--- src/rtl/arbitro_div_pkg.sv ---
// Shared definitions for the divider arbiter: state encoding and default sizes.
package arbitro_div_pkg;

    localparam int N_REQ_DEF   = 4;
    localparam int WIDTH_DEF   = 16;
    localparam int TIMEOUT_DEF = 64;

    typedef enum logic [2:0] {
        IDLE    = 3'd0,
        LANZA   = 3'd1,
        ESPERA  = 3'd2,
        ENTREGA = 3'd3,
        LIBERA  = 3'd4
    } estado_t;

    // Next round-robin position after a given winner, with cyclic wrap.
    function automatic int siguiente(input int idx, input int n);
        return (idx + 1 >= n) ? 0 : idx + 1;
    endfunction

endpackage

--- src/rtl/arbitro_divisor_if.sv ---
// Client and divider bundle for arbitro_divisor; master = arbiter, slave = environment.
interface arbitro_divisor_if
    import arbitro_div_pkg::*;
#(
    parameter int N_REQ = N_REQ_DEF,
    parameter int WIDTH = WIDTH_DEF
);
    localparam int IW = $clog2(N_REQ);

    logic [N_REQ-1:0]       req;
    logic [N_REQ*WIDTH-1:0] dividendo_in;
    logic [N_REQ*WIDTH-1:0] divisor_in;
    logic [N_REQ-1:0]       ack;
    logic [WIDTH-1:0]       cociente_out;
    logic [WIDTH-1:0]       residuo_out;
    logic                   div_cero_out;
    logic                   ocupado;
    logic [IW-1:0]          grant_id;
    logic                   div_go;
    logic [WIDTH-1:0]       div_dividendo;
    logic [WIDTH-1:0]       div_divisor;
    logic                   div_listo;
    logic [WIDTH-1:0]       div_cociente;
    logic [WIDTH-1:0]       div_residuo;
    logic                   div_error;

    modport master (
        input  req, dividendo_in, divisor_in,
        input  div_listo, div_cociente, div_residuo, div_error,
        output ack, cociente_out, residuo_out, div_cero_out, ocupado, grant_id,
        output div_go, div_dividendo, div_divisor
    );

    modport slave (
        output req, dividendo_in, divisor_in,
        output div_listo, div_cociente, div_residuo, div_error,
        input  ack, cociente_out, residuo_out, div_cero_out, ocupado, grant_id,
        input  div_go, div_dividendo, div_divisor
    );

endinterface

--- src/rtl/arbitro_divisor_selector_rr.sv ---
// selector_rr: combinational round-robin picker, first set req bit at or after rr_ptr.
module selector_rr
    import arbitro_div_pkg::*;
#(
    parameter int N_REQ = N_REQ_DEF
) (
    input  logic [N_REQ-1:0]         req,
    input  logic [$clog2(N_REQ)-1:0] rr_ptr,
    output logic                     hit,
    output logic [$clog2(N_REQ)-1:0] idx
);
    localparam int IW = $clog2(N_REQ);

    logic [N_REQ-1:0] rot;
    int               off;
    int               suma;

    always_comb begin
        // Rotate so bit 0 is the requester at rr_ptr, then pick the lowest set bit.
        rot  = N_REQ'({req, req} >> rr_ptr);
        hit  = |req;
        off  = 0;
        for (int k = N_REQ - 1; k >= 0; k--) begin
            if (rot[k]) off = k;
        end
        suma = int'(rr_ptr) + off;
        if (suma >= N_REQ) suma = suma - N_REQ;
        idx  = IW'(suma);
    end

endmodule

--- src/rtl/arbitro_divisor.sv ---
// arbitro_divisor: round-robin arbiter/sequencer sharing one divider among N_REQ clients.
// Define ARBITRO_DIV_TIMEOUT_EN to add the ESPERA watchdog and the sticky timeout_err port.
module arbitro_divisor
    import arbitro_div_pkg::*;
#(
    parameter int N_REQ = N_REQ_DEF,
    parameter int WIDTH = WIDTH_DEF
`ifdef ARBITRO_DIV_TIMEOUT_EN
    ,
    parameter int TIMEOUT = TIMEOUT_DEF
`endif
) (
    input  logic reloj,
    input  logic reset,
`ifdef ARBITRO_DIV_TIMEOUT_EN
    output logic timeout_err,
`endif
    arbitro_divisor_if.master bus
);
    localparam int IW = $clog2(N_REQ);

    estado_t          estado, estado_sig;
    logic [IW-1:0]    rr_ptr;
    logic [IW-1:0]    sel_idx;
    logic             sel_hit;
    logic [WIDTH-1:0] coc_q, res_q;
    logic             err_q;
    logic             wd_fin;

    selector_rr #(.N_REQ(N_REQ)) u_sel (
        .req    (bus.req),
        .rr_ptr (rr_ptr),
        .hit    (sel_hit),
        .idx    (sel_idx)
    );

`ifdef ARBITRO_DIV_TIMEOUT_EN
    logic [7:0] wd_cnt;

    assign wd_fin = (wd_cnt == 8'(TIMEOUT - 1));

    // Counter restarts on every entry to ESPERA; the error flag is sticky until reset.
    always_ff @(negedge reloj or negedge reset) begin
        if (!reset) begin
            wd_cnt      <= 8'd0;
            timeout_err <= 1'b0;
        end else begin
            wd_cnt <= (estado == ESPERA) ? wd_cnt + 8'd1 : 8'd0;
            if (estado == ESPERA && !bus.div_listo && wd_fin)
                timeout_err <= 1'b1;
        end
    end
`else
    assign wd_fin = 1'b0;
`endif

    always_ff @(negedge reloj or negedge reset) begin
        if (!reset) begin
            estado            <= IDLE;
            rr_ptr            <= '0;
            bus.ocupado       <= 1'b0;
            bus.grant_id      <= '0;
            bus.div_dividendo <= '0;
            bus.div_divisor   <= '0;
        end else begin
            estado      <= estado_sig;
            bus.ocupado <= (estado_sig != IDLE);
            if (estado == IDLE && sel_hit) begin
                bus.grant_id      <= sel_idx;
                bus.div_dividendo <= bus.dividendo_in[sel_idx*WIDTH +: WIDTH];
                bus.div_divisor   <= bus.divisor_in[sel_idx*WIDTH +: WIDTH];
            end
            if (estado == ENTREGA)
                rr_ptr <= IW'(siguiente(int'(bus.grant_id), N_REQ));
        end
    end

    // Result holding registers are only observed through ENTREGA, so they need no reset.
    always_ff @(negedge reloj) begin
        if (estado == ESPERA) begin
            if (bus.div_listo) begin
                coc_q <= bus.div_cociente;
                res_q <= bus.div_residuo;
                err_q <= bus.div_error;
            end else if (wd_fin) begin
                coc_q <= '0;
                res_q <= '0;
                err_q <= 1'b1;
            end
        end
    end

    always_comb begin
        estado_sig = estado;
        case (estado)
            IDLE:    if (sel_hit) estado_sig = LANZA;
            LANZA:   estado_sig = ESPERA;
            ESPERA:  if (bus.div_listo || wd_fin) estado_sig = ENTREGA;
            ENTREGA: estado_sig = LIBERA;
            LIBERA:  if (!bus.div_listo) estado_sig = IDLE;
            default: estado_sig = IDLE;
        endcase
    end

    always_comb begin
        bus.ack          = '0;
        bus.cociente_out = '0;
        bus.residuo_out  = '0;
        bus.div_cero_out = 1'b0;
        bus.div_go       = (estado == LANZA) || (estado == ESPERA);
        if (estado == ENTREGA) begin
            bus.ack[bus.grant_id] = 1'b1;
            bus.cociente_out      = coc_q;
            bus.residuo_out       = res_q;
            bus.div_cero_out      = err_q;
        end
    end

endmodule

--- src/flat_wrapper.sv ---
// flat-port wrapper written by rule: the top's interface ports become plain ports
module arbitro_divisor_flat import arbitro_div_pkg::*;
#(
    parameter int N_REQ = N_REQ_DEF,
    parameter int WIDTH = WIDTH_DEF

)
  (reloj, reset, bus_req, bus_dividendo_in, bus_divisor_in, bus_div_listo, bus_div_cociente, bus_div_residuo, bus_div_error, bus_ack, bus_cociente_out, bus_residuo_out, bus_div_cero_out, bus_ocupado, bus_grant_id, bus_div_go, bus_div_dividendo, bus_div_divisor);
  arbitro_divisor_if #(.N_REQ(N_REQ), .WIDTH(WIDTH)) bus_i ();
  input  logic reloj;
  input  logic reset;
  input wire logic [$bits(bus_i.req)-1:0] bus_req;
  input wire logic [$bits(bus_i.dividendo_in)-1:0] bus_dividendo_in;
  input wire logic [$bits(bus_i.divisor_in)-1:0] bus_divisor_in;
  input wire logic [$bits(bus_i.div_listo)-1:0] bus_div_listo;
  input wire logic [$bits(bus_i.div_cociente)-1:0] bus_div_cociente;
  input wire logic [$bits(bus_i.div_residuo)-1:0] bus_div_residuo;
  input wire logic [$bits(bus_i.div_error)-1:0] bus_div_error;
  output wire logic [$bits(bus_i.ack)-1:0] bus_ack;
  output wire logic [$bits(bus_i.cociente_out)-1:0] bus_cociente_out;
  output wire logic [$bits(bus_i.residuo_out)-1:0] bus_residuo_out;
  output wire logic [$bits(bus_i.div_cero_out)-1:0] bus_div_cero_out;
  output wire logic [$bits(bus_i.ocupado)-1:0] bus_ocupado;
  output wire logic [$bits(bus_i.grant_id)-1:0] bus_grant_id;
  output wire logic [$bits(bus_i.div_go)-1:0] bus_div_go;
  output wire logic [$bits(bus_i.div_dividendo)-1:0] bus_div_dividendo;
  output wire logic [$bits(bus_i.div_divisor)-1:0] bus_div_divisor;
  assign bus_i.req = bus_req;
  assign bus_i.dividendo_in = bus_dividendo_in;
  assign bus_i.divisor_in = bus_divisor_in;
  assign bus_i.div_listo = bus_div_listo;
  assign bus_i.div_cociente = bus_div_cociente;
  assign bus_i.div_residuo = bus_div_residuo;
  assign bus_i.div_error = bus_div_error;
  assign bus_ack = bus_i.ack;
  assign bus_cociente_out = bus_i.cociente_out;
  assign bus_residuo_out = bus_i.residuo_out;
  assign bus_div_cero_out = bus_i.div_cero_out;
  assign bus_ocupado = bus_i.ocupado;
  assign bus_grant_id = bus_i.grant_id;
  assign bus_div_go = bus_i.div_go;
  assign bus_div_dividendo = bus_i.div_dividendo;
  assign bus_div_divisor = bus_i.div_divisor;
  arbitro_divisor #(.N_REQ(N_REQ), .WIDTH(WIDTH)) u_core (.reloj(reloj), .reset(reset), .bus(bus_i));
endmodule
--- config.mk ---
export PLATFORM = sky130hd
export DESIGN_NAME = arbitro_divisor_flat
export DESIGN_NICKNAME = d
export VERILOG_FILES = /design/src/rtl/arbitro_div_pkg.sv /design/src/rtl/arbitro_divisor_if.sv /design/src/rtl/arbitro_divisor_selector_rr.sv /design/src/rtl/arbitro_divisor.sv /design/src/flat_wrapper.sv
export SDC_FILE = /design/constraint.sdc
export NUM_CORES = 1
export LEC_CHECK = 0
export BUFFER_PORTS_ARGS = -buffer_cell sky130_fd_sc_hd__buf_4
export CAP_MARGIN = 5
export CORE_MARGIN = 2
export CORE_UTILIZATION = 23
export DETAILED_ROUTE_END_ITERATION = 8
export SYNTH_ARGS = -nofsm -noshare
export SYNTH_HDL_FRONTEND = slang
export SYNTH_SLANG_ARGS = --single-unit
--- constraint.sdc ---
create_clock -name reloj -period 10.9 [get_ports reloj]
set_input_delay 1.09 -clock reloj [delete_from_list [all_inputs] [get_ports reloj]]
set_output_delay 1.09 -clock reloj [all_outputs]
set_load 0.005 [all_outputs]
After elaboration in Yosys (flattened, before gate mapping)
Index checks and enable logic that the tools add are counted.
{"block": "word_totals", "word_cells": 46, "out_inout_bits": 73, "input_bits": 168, "reg_bits": 73}
{"block": "op_classes", "n_reduce_logical": 7, "muxes": 16, "eq_ne": 4, "shift": 3, "n_addsub": 3, "order_cmp": 4}
{"cell": "$shiftx A64 B7 Y16", "count": 2}
{"cell": "$mux W32", "count": 3}
{"cell": "$add A3 B32 Y32", "count": 1}
{"cell": "$ge A32 B4 Y1 const B", "count": 1}
{"cell": "$mux W16", "count": 2}
{"cell": "$pmux W3 S5", "count": 1}
{"cell": "$mux W3", "count": 3}
{"cell": "$shr A8 B2 Y4", "count": 1}
{"cell": "$eq A3 B2 Y1 const B", "count": 2}
{"cell": "$mux W2", "count": 3}
{"cell": "$mux W4", "count": 1}
{"cell": "$reduce_or A4 Y1", "count": 1}
{"cell": "$add A2 B1 Y3 const B", "count": 1}
{"cell": "$eq A3 B1 Y1 const B", "count": 1}
{"cell": "$eq A3 B3 Y1 const B", "count": 1}
{"cell": "$ge A3 B3 Y1 const B", "count": 1}
{"cell": "$logic_not A3 Y1", "count": 1}
{"cell": "$lt A2 B3 Y1 const B", "count": 1}
{"cell": "$reduce_bool A3 Y1", "count": 1}
{"cell": "$demux W1 S2", "count": 1}
{"cell": "$ge A2 B1 Y1 const B", "count": 1}
{"cell": "$logic_and A1 B1 Y1", "count": 2}
{"cell": "$mux W1", "count": 2}
{"cell": "$reduce_and A2 Y1", "count": 1}
{"cell": "2 further kinds", "count": 2}

Depth between registers and ports, before layout
{"block": "depth", "ltp_word": 9, "ltp_mapped": 12, "depth_no_buf": 10}

Cells and area by module
From an unflattened synthesis, not the netlist that was laid out.
{"block": "unflattened", "hier_cells": 242, "area_unflattened_um2": 3943.8}
{"mod": "arbitro_divisor", "cells_per_inst": 215, "area_each_um2": 3764.9, "instances": 1, "seq_area_each_um2": 1991.9}
{"mod": "selector_rr", "cells_per_inst": 27, "area_each_um2": 178.9, "instances": 1, "seq_area_each_um2": 0.0}

==> Implementation_results.wiki <==
{| class="wikitable"
! Metric !! Value
|-
| Status || completed
|-
| I/O pin total || ~240
|-
| Static Leakage || around 3.1 nW
|-
| Count of buffers from port buffering || 240
|-
| Final Hold Slack || about 430 ps
|-
| Ordered list of cells on the worst path || buf_4 > inv_1 > o21ai_0 > a21oi_1 > nor3_1 > a21oi_1 > ha_4 > buf_4 > nor2b_1 > a221oi_1 > o31ai_2
|-
| Drt drc || 0
|-
| Tightest Hold Check Type || register to register
|-
| Final weighted congestion in routability-driven placement || 0.696
|-
| Arrival time at the worst endpoint || 3610 ps
|-
| Via count of the first global-routing pass || 4217
|-
| Top sig layer || met4
|-
| Worst Setup Slack post-DPL || 1620 ps
|-
| Top delay family on crit path || adder cells
|-
| Data required time at the worst endpoint || roughly 5600 ps
|-
| Total of hold buffers inserted after clock tree synthesis || 0
|-
| Core Area || 0.0195 mm2
|-
| Portion of the post-synthesis area used by sequential elements || a little over two fifths
|-
| Post-detailed-placement half-perimeter wirelength || 10600 um
|-
| Relative slew slack || 39.3%
|-
| Final slew viol count || 0
|-
| Avg Cell Area, Syn || 11.4 um2
|-
| Inserted Clock Buffers || 9
|-
| Setup bufs post-CTS || 0
|-
| Fraction of final layout cells sized beyond drive strength 1 || approximately half
|-
| Routed wire length on met3 || 1700 um
|-
| Tot GR Track Use || 14.0%
|-
| Deepest level of the CTS H-tree || 3
|-
| Area of the die || 0.0209 mm2
|-
| Number of DRC markers after the initial detailed-route iteration || 157
|-
| Met2 wire len || 7150 um
|-
| Slew at the pin closest to its max-slew limit || roughly 900 ps
|-
| Vert. Die Dim || 145 um
|-
| CP bufs+invs || 3
|-
| Post-synthesis to final-layout area growth || 54.4%
|-
| Detailed-routing iteration count for the pre-antenna-repair pass || 4
|-
| PnR worst setup slack || 2000 ps
|-
| Clock network latency to the later pin of the worst-skew pair || 410 ps
|-
| TritonCTS clock tree || yes
|-
| Number of instances resized during post-cts repair || 0
|-
| Unrepaired setup endpoints after global routing || false
|-
| Startpoint kind of the worst setup timing path || input port
|-
| Worst vdd ir || 0.201 mV
|-
| Total placed cells including tap cells || 873
|-
| Pin count of the biggest net entering global routing || 75
|-
| Avg Vias per Cell || 4.46
|-
| Max Root-Sink Buffers || 2
|-
| Number of clock sinks || 73
|-
| Critical-path cell with the highest stage delay || sky130_fd_sc_hd__ha_4
|-
| Drt wl/cell || roughly 16 um
|-
| Element type at the critical path end || register
|-
| Total wire length || 15000 um
|-
| Effective utilization at floorplan || around a quarter
|-
| Number of distinct library cell variants in the gate-level netlist after synthesis || 40
|-
| Number of non-filler instances in the completed layout || roughly 920
|-
| Number of nets in the final layout || a little over 800
|-
| Total congestion overflow after global routing || 0
|-
| Net count of the mapped netlist || 572
|-
| Count of warnings emitted by yosys || 0
|-
| Synthesized netlist cell count || between 300 and 400
|-
| Number of synthesized register bits || 73
|-
| Number of antenna repair diodes || 0
|-
| Chip Width || 145 um
|-
| Count of antenna-violating nets left after detailed routing || 0
|-
| Hold violation count in the final report || 0
|-
| Pwr Density || 299 mW/mm2
|-
| Clock edge transition at the registers on the reported setup and hold paths || 50 ps
|-
| M1 WL || 5930 um
|-
| Initial antenna violation count || 0
|-
| Count of endpoints failing setup in the final report || 0
|-
| Count of maximum capacitance violations || 0
|-
| Clock Tree Root || sky130_fd_sc_hd__clkbuf_16
|-
| Crit-path max FO || between 70 and 80
|-
| Number of vias in the routed layout || 4107
|-
| Setup TNS after final layout || 0 ps
|-
| Worst setup path class || input port to register
|-
| Number of cell rows || between 50 and 60
|-
| Clock tree skew after final layout || 59.9 ps
|-
| Synthesized area || 0.00456 mm2
|-
| Critical Path Max Stage Delay || 860 ps
|-
| Wire length of the first global-routing pass || about 22000 um
|}
==> Yosys cell counts <==
cell type | number | area [um2]
sky130_fd_sc_hd__buf_6 | 4 | 45.0
sky130_fd_sc_hd__a211oi_2 | 1 | 12.5
sky130_fd_sc_hd__a2111oi_0 | 3 | 26.3
sky130_fd_sc_hd__or3_1 | 1 | 6.26
sky130_fd_sc_hd__o21a_1 | 1 | 7.51
sky130_fd_sc_hd__nor2b_1 | 66 | 413
sky130_fd_sc_hd__clkbuf_1 | 20 | 75.1
sky130_fd_sc_hd__nand2b_1 | 4 | 25.0
sky130_fd_sc_hd__a21oi_1 | 5 | 25.0
sky130_fd_sc_hd__and3b_1 | 2 | 17.5
sky130_fd_sc_hd__xnor2_1 | 2 | 17.5
sky130_fd_sc_hd__o41ai_2 | 1 | 16.3
sky130_fd_sc_hd__nor4_4 | 1 | 21.3
sky130_fd_sc_hd__dfrtn_1 | 40 | 1000
sky130_fd_sc_hd__o21ai_0 | 1 | 5.00
sky130_fd_sc_hd__buf_2 | 10 | 50.1
sky130_fd_sc_hd__inv_1 | 5 | 18.8
sky130_fd_sc_hd__mux2i_1 | 1 | 10.0
sky130_fd_sc_hd__edfxtp_1 | 33 | 991
sky130_fd_sc_hd__o31ai_4 | 1 | 21.3
sky130_fd_sc_hd__and2_1 | 37 | 231
sky130_fd_sc_hd__or4_4 | 1 | 11.3
sky130_fd_sc_hd__nand2_1 | 33 | 124
sky130_fd_sc_hd__or2_2 | 1 | 6.26
sky130_fd_sc_hd__a2111oi_2 | 29 | 435
sky130_fd_sc_hd__o21ai_2 | 1 | 8.76
sky130_fd_sc_hd__a31oi_4 | 1 | 21.3
sky130_fd_sc_hd__ha_1 | 5 | 62.6
sky130_fd_sc_hd__a221oi_1 | 32 | 280
sky130_fd_sc_hd__nor4_2 | 1 | 12.5
sky130_fd_sc_hd__o31ai_1 | 3 | 22.5
sky130_fd_sc_hd__nor4bb_1 | 2 | 20.0
sky130_fd_sc_hd__a211o_1 | 1 | 8.76
sky130_fd_sc_hd__xor2_1 | 1 | 8.76
sky130_fd_sc_hd__mux2_2 | 3 | 33.8
sky130_fd_sc_hd__nor3_1 | 4 | 20.0
sky130_fd_sc_hd__o31ai_2 | 29 | 363
sky130_fd_sc_hd__nand4_2 | 1 | 12.5
sky130_fd_sc_hd__nor2_1 | 6 | 22.5
sky130_fd_sc_hd__buf_4 | 6 | 45.0
==> worst paths after layout <==
check,from,to,slack [ps],depth (start not counted)
worst max register to register,u_core.rr_ptr[1]$_DFFE_NN0P_,u_core.bus.div_divisor[7]$_DFFE_NN0P_,7750,10
worst max-delay path,bus_req[0],u_core.bus.div_divisor[7]$_DFFE_NN0P_,2000,11
worst min-delay path,u_core.bus.div_divisor[8]$_DFFE_NN0P_,u_core.bus.div_divisor[8]$_DFFE_NN0P_,430,2
max in group asynchronous,reset,u_core.bus.div_divisor[14]$_DFFE_NN0P_,4380,1
worst min register to register,u_core.bus.div_divisor[8]$_DFFE_NN0P_,u_core.bus.div_divisor[8]$_DFFE_NN0P_,430,2
min in group asynchronous,reset,u_core.bus.div_divisor[2]$_DFFE_NN0P_,6090,1
==> layout by cell type, fill, tap and decap left out, types with 2 or more instances in the layout <==
cell	n
sky130_fd_sc_hd__dfrtn_1	40
sky130_fd_sc_hd__ha_1	4
sky130_fd_sc_hd__a21oi_1	5
sky130_fd_sc_hd__mux2_2	3
sky130_fd_sc_hd__nor2_1	6
sky130_fd_sc_hd__nand2_1	33
sky130_fd_sc_hd__and3b_1	2
sky130_fd_sc_hd__edfxtp_1	33
sky130_fd_sc_hd__buf_4	249
sky130_fd_sc_hd__and2_1	37
sky130_fd_sc_hd__inv_6	2
sky130_fd_sc_hd__clkbuf_16	11
sky130_fd_sc_hd__a2111oi_2	29
sky130_fd_sc_hd__nor3_1	4
sky130_fd_sc_hd__inv_8	2
sky130_fd_sc_hd__o31ai_2	29
sky130_fd_sc_hd__inv_1	37
sky130_fd_sc_hd__a221oi_1	32
sky130_fd_sc_hd__a2111oi_0	3
sky130_fd_sc_hd__nand2b_1	4
sky130_fd_sc_hd__nor2b_1	66
sky130_fd_sc_hd__xnor2_1	2
sky130_fd_sc_hd__o31ai_1	3
==> flip-flops by register name, summed over array words and instances, names as in the netlist <==
register / flops
u_core.res_q: 16
u_core.estado: 3
u_core.bus.div_divisor: 16
u_core.rr_ptr: 2
u_core.bus.grant_id: 2
u_core.coc_q: 16
u_core.bus.ocupado: 1
u_core.err_q: 1
u_core.bus.div_dividendo: 16
==> power breakdown <==
group | internal [mW] | switching [mW]
Sequential | 0.404 | 0.0621
Combinational | 0.547 | 0.707
Clock | 0.214 | 0.168
Total | 1.17 | 0.936
==> final cells by class <==
class,instances,area (um2)
inverter,4,15.0
tap,265,332
multi-input combinational,281,2370
fill,2005,12400
timing repair buffer,249,1870
clock inverter,38,181
clock buffer,11,275
sequential,73,1990
==> per-layer routing <==
layer	up-vias	global-route usage (%)
li1	2008	-
met1	1904	15.9
met2	181	23.2
met3	14	7.04
met4	0	4.24
met5	-	0
==> cell families after synthesis <==
logic type | count (synthesis) | share of synthesized area, %
and+or+nand+nor | 160 | 20.7
xor gates and xnor gates | 3 | 0.577
AOI/OAI and AO/OA | 109 | 27.5
buffers and inverters | 45 | 5.14
adders and majority gates | 5 | 1.37
DFF | 73 | 43.7
muxes | 4 | 0.961
==> tightest hold or removal path, stage by stage, from the launching register on <==
cell and delay [ps]:
sky130_fd_sc_hd__dfrtn_1 400, sky130_fd_sc_hd__nand2_1 60, sky130_fd_sc_hd__o31ai_2 50
==> through the flow <==
stage | cell area [um2] | util (%) | power [mW]
2_1_floorplan | 4560 | - | 1.39
5_1_grt | 7030 | 36.1 | 2.28
6_report | 7030 | 36.1 | 2.10
3_3_place_gp | 6580 | 33.8 | 1.76
3_5_place_dp | 6580 | 33.8 | 1.77
4_1_cts | 7030 | 36.1 | 2.15
No activity file was read; power rests on OpenSTA's default activity.
